$ cat config.mk
export PLATFORM = sky130hd
export DESIGN_NAME = zeroheti_obi_arbiter_flat
export DESIGN_NICKNAME = d
export VERILOG_FILES = /design/src/rtl/zeroheti_pkg.sv /design/src/rtl/zeroheti_obi_arbiter_if.sv /design/src/rtl/zeroheti_rr_select.sv /design/src/rtl/zeroheti_obi_arbiter.sv /design/src/flat_wrapper.sv
export SDC_FILE = /design/constraint.sdc
export NUM_CORES = 1
export LEC_CHECK = 0
export CAP_MARGIN = 20
export CORE_AREA = 2 2 140 142
export CTS_CLUSTER_DIAMETER = 40
export DETAILED_ROUTE_END_ITERATION = 10
export DIE_AREA = 0 0 142 144
export GPL_TIMING_DRIVEN = 0
export SLEW_MARGIN = 30
export SYNTH_ARGS = -nofsm -noshare
export SYNTH_HDL_FRONTEND = slang
export SYNTH_SLANG_ARGS = --single-unit
$ cat constraint.sdc
create_clock -name clk_i -period 7.9 [get_ports clk_i]
set_clock_uncertainty 0.05 [all_clocks]
set_input_delay 1.58 -clock clk_i [delete_from_list [all_inputs] [get_ports clk_i]]
set_output_delay 1.58 -clock clk_i [all_outputs]
set_load 0.03 [all_outputs]
$ cat src/rtl/zeroheti_pkg.sv
// zeroheti_pkg: shared types and defaults for the zeroheti OBI arbiter
package zeroheti_pkg;
  typedef enum logic {ARB_IDLE, ARB_WAIT_RSP} arb_state_e;
  localparam int DefaultArbNumReq = 3;
endpackage

$ cat src/rtl/zeroheti_obi_arbiter_if.sv
// zeroheti_obi_arbiter_if: requester-side and subordinate-side OBI signals of the arbiter
interface zeroheti_obi_arbiter_if #(
  parameter int NumReq    = 3,
  parameter int AddrWidth = 32,
  parameter int DataWidth = 32
);
  logic [NumReq-1:0]                  req_i;
  logic [NumReq-1:0][AddrWidth-1:0]   addr_i;
  logic [NumReq-1:0]                  we_i;
  logic [NumReq-1:0][DataWidth/8-1:0] be_i;
  logic [NumReq-1:0][DataWidth-1:0]   wdata_i;
  logic [NumReq-1:0]                  gnt_o;
  logic [NumReq-1:0]                  rvalid_o;
  logic [DataWidth-1:0]               rdata_o;
  logic                               err_o;
  logic                               req_o;
  logic [AddrWidth-1:0]               addr_o;
  logic                               we_o;
  logic [DataWidth/8-1:0]             be_o;
  logic [DataWidth-1:0]               wdata_o;
  logic                               gnt_i;
  logic                               rvalid_i;
  logic [DataWidth-1:0]               rdata_i;
  logic                               err_i;
  modport slave (
    input  req_i, addr_i, we_i, be_i, wdata_i, gnt_i, rvalid_i, rdata_i, err_i,
    output gnt_o, rvalid_o, rdata_o, err_o, req_o, addr_o, we_o, be_o, wdata_o
  );
  modport master (
    output req_i, addr_i, we_i, be_i, wdata_i, gnt_i, rvalid_i, rdata_i, err_i,
    input  gnt_o, rvalid_o, rdata_o, err_o, req_o, addr_o, we_o, be_o, wdata_o
  );
endinterface

$ cat src/rtl/zeroheti_rr_select.sv
// zeroheti_rr_select: first requester found searching from ptr upward, wrapping modulo NumReq
module zeroheti_rr_select import zeroheti_pkg::*; #(
  parameter int  NumReq = DefaultArbNumReq,
  localparam int IdxW   = $clog2(NumReq)
) (
  input  logic [NumReq-1:0] req,
  input  logic [IdxW-1:0]   ptr,
  output logic [NumReq-1:0] onehot,
  output logic [IdxW-1:0]   idx,
  output logic              valid
);
  logic [IdxW-1:0] j;
  always_comb begin
    idx   = '0;
    valid = 1'b0;
    j     = '0;
    // walk offsets from far to near so the nearest requester is the last write
    for (int k = NumReq - 1; k >= 0; k--) begin
      j = IdxW'((int'(ptr) + k) % NumReq);
      if (req[j]) begin
        idx   = j;
        valid = 1'b1;
      end
    end
    onehot = valid ? NumReq'(1) << idx : '0;
  end
endmodule

$ cat src/rtl/zeroheti_obi_arbiter.sv
// zeroheti_obi_arbiter: N-to-1 OBI arbiter, one outstanding transaction, winner lock until grant.
// ZEROHETI_ARB_FIXED_PRIO_EN selects fixed lowest-index priority instead of round-robin.
module zeroheti_obi_arbiter import zeroheti_pkg::*; #(
  parameter int NumReq    = DefaultArbNumReq,
  parameter int AddrWidth = 32,
  parameter int DataWidth = 32
) (
  input  logic                   clk_i,
  input  logic                   rst_ni,
  zeroheti_obi_arbiter_if.slave  bus,
  output logic                   busy_o,
  output logic                   spurious_o
);
  localparam int IdxW = $clog2(NumReq);
  arb_state_e        state_q, state_d;
  logic [IdxW-1:0]   owner_q, lock_idx_q, sel_idx, w, ptr;
  logic [NumReq-1:0] sel_oh, w_oh;
  logic              lock_q, lock_hit, sel_valid, idle, hs;
  zeroheti_rr_select #(.NumReq(NumReq)) u_select (
    .req    (bus.req_i),
    .ptr    (ptr),
    .onehot (sel_oh),
    .idx    (sel_idx),
    .valid  (sel_valid)
  );
  // a locked winner that drops its request loses the lock and normal selection applies
  assign lock_hit = lock_q && bus.req_i[lock_idx_q];
  assign w        = lock_hit ? lock_idx_q : sel_idx;
  assign w_oh     = lock_hit ? NumReq'(1) << lock_idx_q : sel_oh;
  assign idle     = rst_ni && state_q == ARB_IDLE;
  assign hs       = idle && sel_valid && bus.gnt_i;
  assign busy_o      = state_q == ARB_WAIT_RSP;
  assign spurious_o  = idle && bus.rvalid_i;
  assign bus.addr_o  = bus.addr_i[w];
  assign bus.we_o    = bus.we_i[w];
  assign bus.be_o    = bus.be_i[w];
  assign bus.wdata_o = bus.wdata_i[w];
  assign bus.rdata_o = bus.rdata_i;
  assign bus.err_o   = bus.err_i;
  always_comb begin
    state_d      = state_q;
    bus.req_o    = 1'b0;
    bus.gnt_o    = '0;
    bus.rvalid_o = '0;
    if (idle) begin
      bus.req_o = sel_valid;
      bus.gnt_o = hs ? w_oh : '0;
      state_d   = hs ? ARB_WAIT_RSP : ARB_IDLE;
    end else if (state_q == ARB_WAIT_RSP) begin
      bus.rvalid_o = bus.rvalid_i ? NumReq'(1) << owner_q : '0;
      state_d      = bus.rvalid_i ? ARB_IDLE : ARB_WAIT_RSP;
    end
  end
  always_ff @(posedge clk_i or negedge rst_ni) begin
    if (!rst_ni) begin
      state_q    <= ARB_IDLE;
      owner_q    <= '0;
      lock_q     <= 1'b0;
      lock_idx_q <= '0;
    end else begin
      state_q <= state_d;
      lock_q  <= idle && sel_valid && !bus.gnt_i;
      if (hs) owner_q <= w;
      if (idle && sel_valid && !bus.gnt_i) lock_idx_q <= w;
    end
  end
`ifdef ZEROHETI_ARB_FIXED_PRIO_EN
  assign ptr = '0;
`else
  logic [IdxW-1:0] p_q;
  always_ff @(posedge clk_i or negedge rst_ni) begin
    if (!rst_ni) p_q <= '0;
    else if (hs) p_q <= (w == IdxW'(NumReq - 1)) ? '0 : w + 1'b1;
  end
  assign ptr = p_q;
`endif
endmodule
$ cat src/flat_wrapper.sv
// flat-port wrapper written by rule: the top's interface ports become plain ports
module zeroheti_obi_arbiter_flat import zeroheti_pkg::*;
#(
  parameter int NumReq    = DefaultArbNumReq,
  parameter int AddrWidth = 32,
  parameter int DataWidth = 32
)
  (clk_i, rst_ni, busy_o, spurious_o, bus_req_i, bus_addr_i, bus_we_i, bus_be_i, bus_wdata_i, bus_gnt_i, bus_rvalid_i, bus_rdata_i, bus_err_i, bus_gnt_o, bus_rvalid_o, bus_rdata_o, bus_err_o, bus_req_o, bus_addr_o, bus_we_o, bus_be_o, bus_wdata_o);
  zeroheti_obi_arbiter_if #(.NumReq(NumReq), .AddrWidth(AddrWidth), .DataWidth(DataWidth)) bus_i ();
  input  logic clk_i;
  input  logic rst_ni;
  output logic busy_o;
  output logic spurious_o;
  input wire logic [$bits(bus_i.req_i)-1:0] bus_req_i;
  input wire logic [$bits(bus_i.addr_i)-1:0] bus_addr_i;
  input wire logic [$bits(bus_i.we_i)-1:0] bus_we_i;
  input wire logic [$bits(bus_i.be_i)-1:0] bus_be_i;
  input wire logic [$bits(bus_i.wdata_i)-1:0] bus_wdata_i;
  input wire logic [$bits(bus_i.gnt_i)-1:0] bus_gnt_i;
  input wire logic [$bits(bus_i.rvalid_i)-1:0] bus_rvalid_i;
  input wire logic [$bits(bus_i.rdata_i)-1:0] bus_rdata_i;
  input wire logic [$bits(bus_i.err_i)-1:0] bus_err_i;
  output wire logic [$bits(bus_i.gnt_o)-1:0] bus_gnt_o;
  output wire logic [$bits(bus_i.rvalid_o)-1:0] bus_rvalid_o;
  output wire logic [$bits(bus_i.rdata_o)-1:0] bus_rdata_o;
  output wire logic [$bits(bus_i.err_o)-1:0] bus_err_o;
  output wire logic [$bits(bus_i.req_o)-1:0] bus_req_o;
  output wire logic [$bits(bus_i.addr_o)-1:0] bus_addr_o;
  output wire logic [$bits(bus_i.we_o)-1:0] bus_we_o;
  output wire logic [$bits(bus_i.be_o)-1:0] bus_be_o;
  output wire logic [$bits(bus_i.wdata_o)-1:0] bus_wdata_o;
  assign bus_i.req_i = bus_req_i;
  assign bus_i.addr_i = bus_addr_i;
  assign bus_i.we_i = bus_we_i;
  assign bus_i.be_i = bus_be_i;
  assign bus_i.wdata_i = bus_wdata_i;
  assign bus_i.gnt_i = bus_gnt_i;
  assign bus_i.rvalid_i = bus_rvalid_i;
  assign bus_i.rdata_i = bus_rdata_i;
  assign bus_i.err_i = bus_err_i;
  assign bus_gnt_o = bus_i.gnt_o;
  assign bus_rvalid_o = bus_i.rvalid_o;
  assign bus_rdata_o = bus_i.rdata_o;
  assign bus_err_o = bus_i.err_o;
  assign bus_req_o = bus_i.req_o;
  assign bus_addr_o = bus_i.addr_o;
  assign bus_we_o = bus_i.we_o;
  assign bus_be_o = bus_i.be_o;
  assign bus_wdata_o = bus_i.wdata_o;
  zeroheti_obi_arbiter #(.NumReq(NumReq), .AddrWidth(AddrWidth), .DataWidth(DataWidth)) u_core (.clk_i(clk_i), .rst_ni(rst_ni), .bus(bus_i), .busy_o(busy_o), .spurious_o(spurious_o));
endmodule
### Yosys cells after proc, flatten, opt, wreduce, memory -nomap -nowiden

Index checks and enable logic that the tools add are counted.

| word-level totals | value |
|---|---|
| bits in registers | 8 |
| input bits | 247 |
| output and inout port bits | 111 |
| word-level logic and storage cells | 64 |

| cells by class | value |
|---|---|
| $add $sub $neg | 3 |
| divide/modulo/power cells | 3 |
| $lt $le $gt $ge | 5 |
| equality and inequality tests | 1 |
| shifts and indexed selects | 3 |
| muxes and demuxes | 36 |
| bitwise gates (word level) | 1 |
| reductions and logical operators | 7 |

Operator list:

| operator | number |
|---|---|
| $bmux 32 s2 | 2 |
| $mod 32x3->32 const B | 2 |
| $mux 32 | 2 |
| $mod 3x3->32 const B | 1 |
| $mux 3 | 7 |
| $lt 2x3->1 const B | 5 |
| $mux 1 | 13 |
| $bmux 1 s2 | 5 |
| $mux 2 | 5 |
| $shl 1x2->3 const A | 3 |
| $bmux 4 s2 | 1 |
| $logic_and 1x1->1 | 6 |
| $mux 4 | 1 |
| $add 2x1->3 const B | 1 |
| $add 2x2->3 const B | 1 |
| $add 2x1->2 const B | 1 |
| $eq 2x2->1 const B | 1 |
| $logic_not 1->1 | 1 |
| $not 1->1 | 1 |

### Depth between registers and ports, before layout

Gate-level depths: netlist of run 1.

| depth | value |
|---|---|
| word-level depth | 12 |
| mapped depth | 10 |
| gate-level depth less buffers | 7 |

### Modules after synthesis

A second synthesis of run 1 with hierarchy kept.

| second synthesis, totals | value |
|---|---|
| cells, all modules | 298 |
| area, all modules | 2,386.0 µm² |

Modules (own cells, without submodules):

| module | instances | cells each | area an instance (µm²) | sequential area each (µm²) |
|---|---|---|---|---|
| zeroheti_obi_arbiter | 1 | 263 | 2,155.8 | 200.2 |
| zeroheti_rr_select | 1 | 35 | 230.2 | 0.0 |

### Worst setup path after synthesis of run 1

Ideal clock, no wire load.

| timing | value |
|---|---|
| kind | in2out |
| start | input port bus_req_i[1] |
| end | output port bus_addr_o[31] |
| data arrival time | 3,619 ps |
| data required time | 6,270 ps |
| path slack | 2,651 ps |
| stages | 6 |
| path buffers | 1 |
| path through | buf_4 > mux2i_1 > o2111ai_2 > o2bb2ai_1 > o22ai_2 > o311ai_0 |

| between the ends | value |
|---|---|
| longest elaborated chain between the ends | 8 |
| elaborated cells between the ends (all ways) | 15 |
| those cells by class | mux (14); reduce/logical (1) |

RTL lines:

| item | RTL line | text |
|---|---|---|
| start: declaration | flat_wrapper.sv:14 | `input wire logic [$bits(bus_i.req_i)-1:0] bus_req_i;` |
| $bmux 1 s2 | zeroheti_rr_select.sv:20 | `if (req[j]) begin` |
| $mux 1 (not written as such) | zeroheti_rr_select.sv:20 |  |
| $mux 2 (3 in series) | zeroheti_rr_select.sv:20 |  |
| $mux 2 (*) | zeroheti_obi_arbiter.sv:28 | `assign w = lock_hit ? lock_idx_q : sel_idx;` |
| $bmux 32 s2 (*) | zeroheti_obi_arbiter.sv:34 | `assign bus.addr_o = bus.addr_i[w];` |
| $mux 32 (not written as such) (*) | zeroheti_obi_arbiter.sv:34 |  |
| end: declaration | flat_wrapper.sv:28 | `output wire logic [$bits(bus_i.addr_o)-1:0] bus_addr_o;` |

Mark *: on every way between the ends. The rest lies on a longest branch, timed or not. The select of a mux whose other input is x is not followed.

### Final worst setup path of run 1

| timing | value |
|---|---|
| start | input port bus_req_i[0] |
| end | output port bus_wdata_o[15] |

| between the ends | value |
|---|---|
| longest elaborated chain between the ends | 8 |
| elaborated cells between the ends (all ways) | 15 |
| those cells by class | mux (14); reduce/logical (1) |

RTL lines:

| item | RTL line | text |
|---|---|---|
| $bmux 1 s2 | zeroheti_rr_select.sv:20 |  |
| $mux 1 (not written as such) | zeroheti_rr_select.sv:20 |  |
| $mux 2 (3 in series) | zeroheti_rr_select.sv:20 |  |
| $mux 2 (*) | zeroheti_obi_arbiter.sv:28 |  |
| $bmux 32 s2 (*) | zeroheti_obi_arbiter.sv:37 | `assign bus.wdata_o = bus.wdata_i[w];` |
| $mux 32 (not written as such) (*) | zeroheti_obi_arbiter.sv:37 |  |
| end: declaration | flat_wrapper.sv:31 | `output wire logic [$bits(bus_i.wdata_o)-1:0] bus_wdata_o;` |

Marks and branches as above.

==> flow_summary_export.csv, run 1 <==
group,metric,value,unit
sta,finalCritPeriodShare,0.8325,
worst_hold_path,hold_path.class,"flip-flop to flip-flop",
clock_network,clkLatencyLatePin,0.23,ns
logic_synthesis,synthXorXnorAreaFrac,0,
final_layout,multiInputGateArea,3012,um2
sta,setup_slack,1.323,ns
grt,grt_overflow,0,
logic_synthesis,seq_area_frac_synth,0.04862,
clock_network,h-tree-depth,1,
sta,rsz0062_at_grt,"false",
die,dieArea,20450,um2
sta,drv_slew,0,
grt,grtUsageMet1,0.2671,
logic_synthesis,netlist_instances,616,
clock_network,cts_resized,0,
clock_network,cts_buffer_depth,2,
sta,fin_crit,6.577,ns
routing,dr.first_iter.drc_count,242,
sta,fmax,0.1520,GHz
die,die_y,144,um
critical_path,critPathLaunchType,"input port",
logic_synthesis,synthDistinctLibCells,44,
die,io_pins,358,
routing,remaining_drc_errors,0,
clock_network,clock-sinks,8,
logic_synthesis,yosysWarnings,0,
logic_synthesis,synth-compound-area-share,0.6454,
grt,grt_use_met2,0.3697,
clock_network,cts_root_buf,"clkbuf_16",
power,powerDensity,342.8,nW/um2
critical_path,r2r_slack,4.96,ns
sta,maxSlewHeadroom,0.5033,
grt,grt_pass1_vias,6126,
power,ir_drop,0.2177,mV
die,core,19080,um2
routing,drt_pass1_iterations,5,
grt,groute.usage.overall,0.2112,
sta,hold_viol,0,
sta,report.final.setup_viol,0,
sta,setup_tns,0,ns
logic_synthesis,synth_top_family_by_area,"compound AO/OA/AOI/OAI gates",
final_layout,final_cell_mix,"clkdlybuf4s50_1, inv_1, o21ai_0",
die,start_util,0.2158,
die,rows,51,
placement,globalplace.congestion,0.8564,
final_layout,fillCellCount,2009,
logic_synthesis,netlist_area,4118,um2
clock_network,cts_tree,"done",
critical_path,critPathMaxFanout,10,
logic_synthesis,async_reset_ff_frac,1.000,
final_layout,area_delta_synth_final,88.03,%
logic_synthesis,syn-num-nets,866,
logic_synthesis,postSynthAreaPerCell,6.685,um2
routing,wl,23500,um
clock_network,cts_buffers,3,
final_layout,drive_above_1_share,0.09756,
final_layout,final_common_cell,"clkdlybuf4s50_1",
critical_path,cp_data_required_time,6.27,ns
logic_synthesis,synth_edf_count,0,
sta,worst_slew_pin_slew,0.7305,ns
grt,grt_max_degree,11,
routing,vias_per_cell,5.403,
die,die_w,142,um
logic_synthesis,synth_flop_cell,"dfrtp_1",
logic_synthesis,synthAdderAreaFrac,0.009116,
critical_path,cp-end-kind,"primary output",
flow_run,max_cap_violations,0,
placement,dp_hpwl,18620,um
status,outcome,"complete, no violations",
placement,place_ws,1.283,ns
grt,grt_pass1_wl,34250,um
routing,wire_per_inst,19.87,um
final_layout,final-seq-area,200.2,um2
power,leakage,0.002729,uW
logic_synthesis,synth_simple_gate_area_frac,0.04679,
routing,ant_nets,0,
final_layout,nNetsFinal,1195,
routing,via_count,6392,
clock_network,clkSlewWorstSetupHoldPaths,0.04,ns
power,finalPower,2654,uW
clock_network,post_cts.repair.setup_buffers,0,
grt,busiest_layer,"met2",
logic_synthesis,synth.mux.area_fraction,0.02917,
clock_network,hold_buffers,0,
placement,io_buffer_count,324,
grt,grt_use_met3,0.04636,
critical_path,crit_arrival,4.95,ns
logic_synthesis,synth_seq_cells,8,
critical_path,critPathKind,"input port to primary output",
grt,grt_antenna_before_repair,3,
-- cell type report --
type                            instances  share of cell area
Multi-Input combinational cell        411              0.3890
Inverter                               73             0.03539
Buffer                                124             0.08209
Tap cell                              238             0.03846
Clock buffer                            3            0.009696
Timing Repair Buffer                  324              0.4189
Sequential cell                         8             0.02586
Antenna cell                            2           0.0006464
-- final timing paths --
check                           cells after the start           endpoint         startpoint
worst min register to register                      1  u_core.owner_q[0]  u_core.owner_q[0]
max in group asynchronous                           1      u_core.p_q[1]             rst_ni
worst min-delay path                                1  u_core.owner_q[0]  u_core.owner_q[0]
worst max-delay path                                8    bus_wdata_o[15]       bus_req_i[0]
min in group asynchronous                           1      u_core.p_q[0]             rst_ni
worst max register to register                      9  u_core.owner_q[0]      u_core.p_q[0]
-- metrics by stage --
stage	hold WS (ns)	std cells	util	cell area (um2)
2_1_floorplan	0.4538	616	-	4118
3_3_place_gp	0.4758	1178	0.4014	7659
3_5_place_dp	0.4884	1178	0.4016	7662
4_1_cts	0.5048	1181	0.4055	7737
5_1_grt	0.5387	1182	0.4057	7740
6_report	0.5063	1183	0.4058	7742
-- metal layers --
metal  vias to the layer above  wire (um)
li1                       3071          -
met5                         -         16
met1                      3018       9763
met3                        30       1709
met2                       271      11580
met4                         2        435
-- worst max-delay path: stages --
cell and delay (ns):
clkdlybuf4s50_1 0.68, mux2i_1 0.14, o2111ai_2 0.55, o2bb2ai_1 0.23, o22ai_2 0.26, buf_2 0.29, o311ai_1 0.44, clkdlybuf4s50_1 0.77
-- power breakdown --
group	leakage [uW]	switching, uW	internal, uW
Clock	0.0000370	19.9	65.3
Combinational	0.00259	1520	975
Sequential	0.000102	15.9	56.6
-- cell usage after synthesis, types with 2 or more instances --
cell / count / area (um2)
nand2_1: 7 / 26.28
a211oi_1: 70 / 525.5
o311ai_0: 2 / 17.52
nor2b_1: 6 / 37.54
o21ai_0: 72 / 360.4
and2_1: 2 / 12.51
ha_1: 3 / 37.54
mux2_2: 4 / 45.04
inv_1: 73 / 274.0
clkbuf_1: 58 / 217.7
nand2b_1: 5 / 31.28
buf_2: 30 / 150.1
mux2i_1: 3 / 30.03
dfrtp_1: 8 / 200.2
o311ai_1: 57 / 499.2
o221ai_1: 69 / 604.3
mux2_1: 2 / 22.52
nand3_1: 3 / 15.01
buf_4: 35 / 262.8
o311ai_2: 10 / 162.7
nor3b_1: 2 / 15.01
a21oi_1: 71 / 355.3
nor2_1: 3 / 11.26
-- registers in the layout, summed over array words and instances (netlist names) --
| signal | flops |
|---|---|
| u_core.busy_o | 1 |
| u_core.lock_idx_q | 2 |
| u_core.lock_q | 1 |
| u_core.p_q | 2 |
| u_core.owner_q | 2 |
-- kinds of logic after synthesis --
logic type	after synthesis
compound gates	364
flops	8
mux	10
buf+inv	197
simple gates	34
fa+ha+maj	3
No activity file was read; power rests on OpenSTA's default activity.
==> run 2, diff against run 1 <==
clock period = 6.9 ns   (was 7.9 ns; I/O delays follow)
==> results of run 2 <==
The final DEF is identical to that of run 1. Status: complete, no violations.
Main changes from that run: setup slack after placement 1.283 ns -> 0.6832 ns; setup slack after layout 1.323 ns -> 0.7230 ns; register-to-register setup slack 4.96 ns -> 3.96 ns; total power 2654 uW -> 3039 uW; worst IR drop on VDD 0.2177 mV -> 0.2492 mV
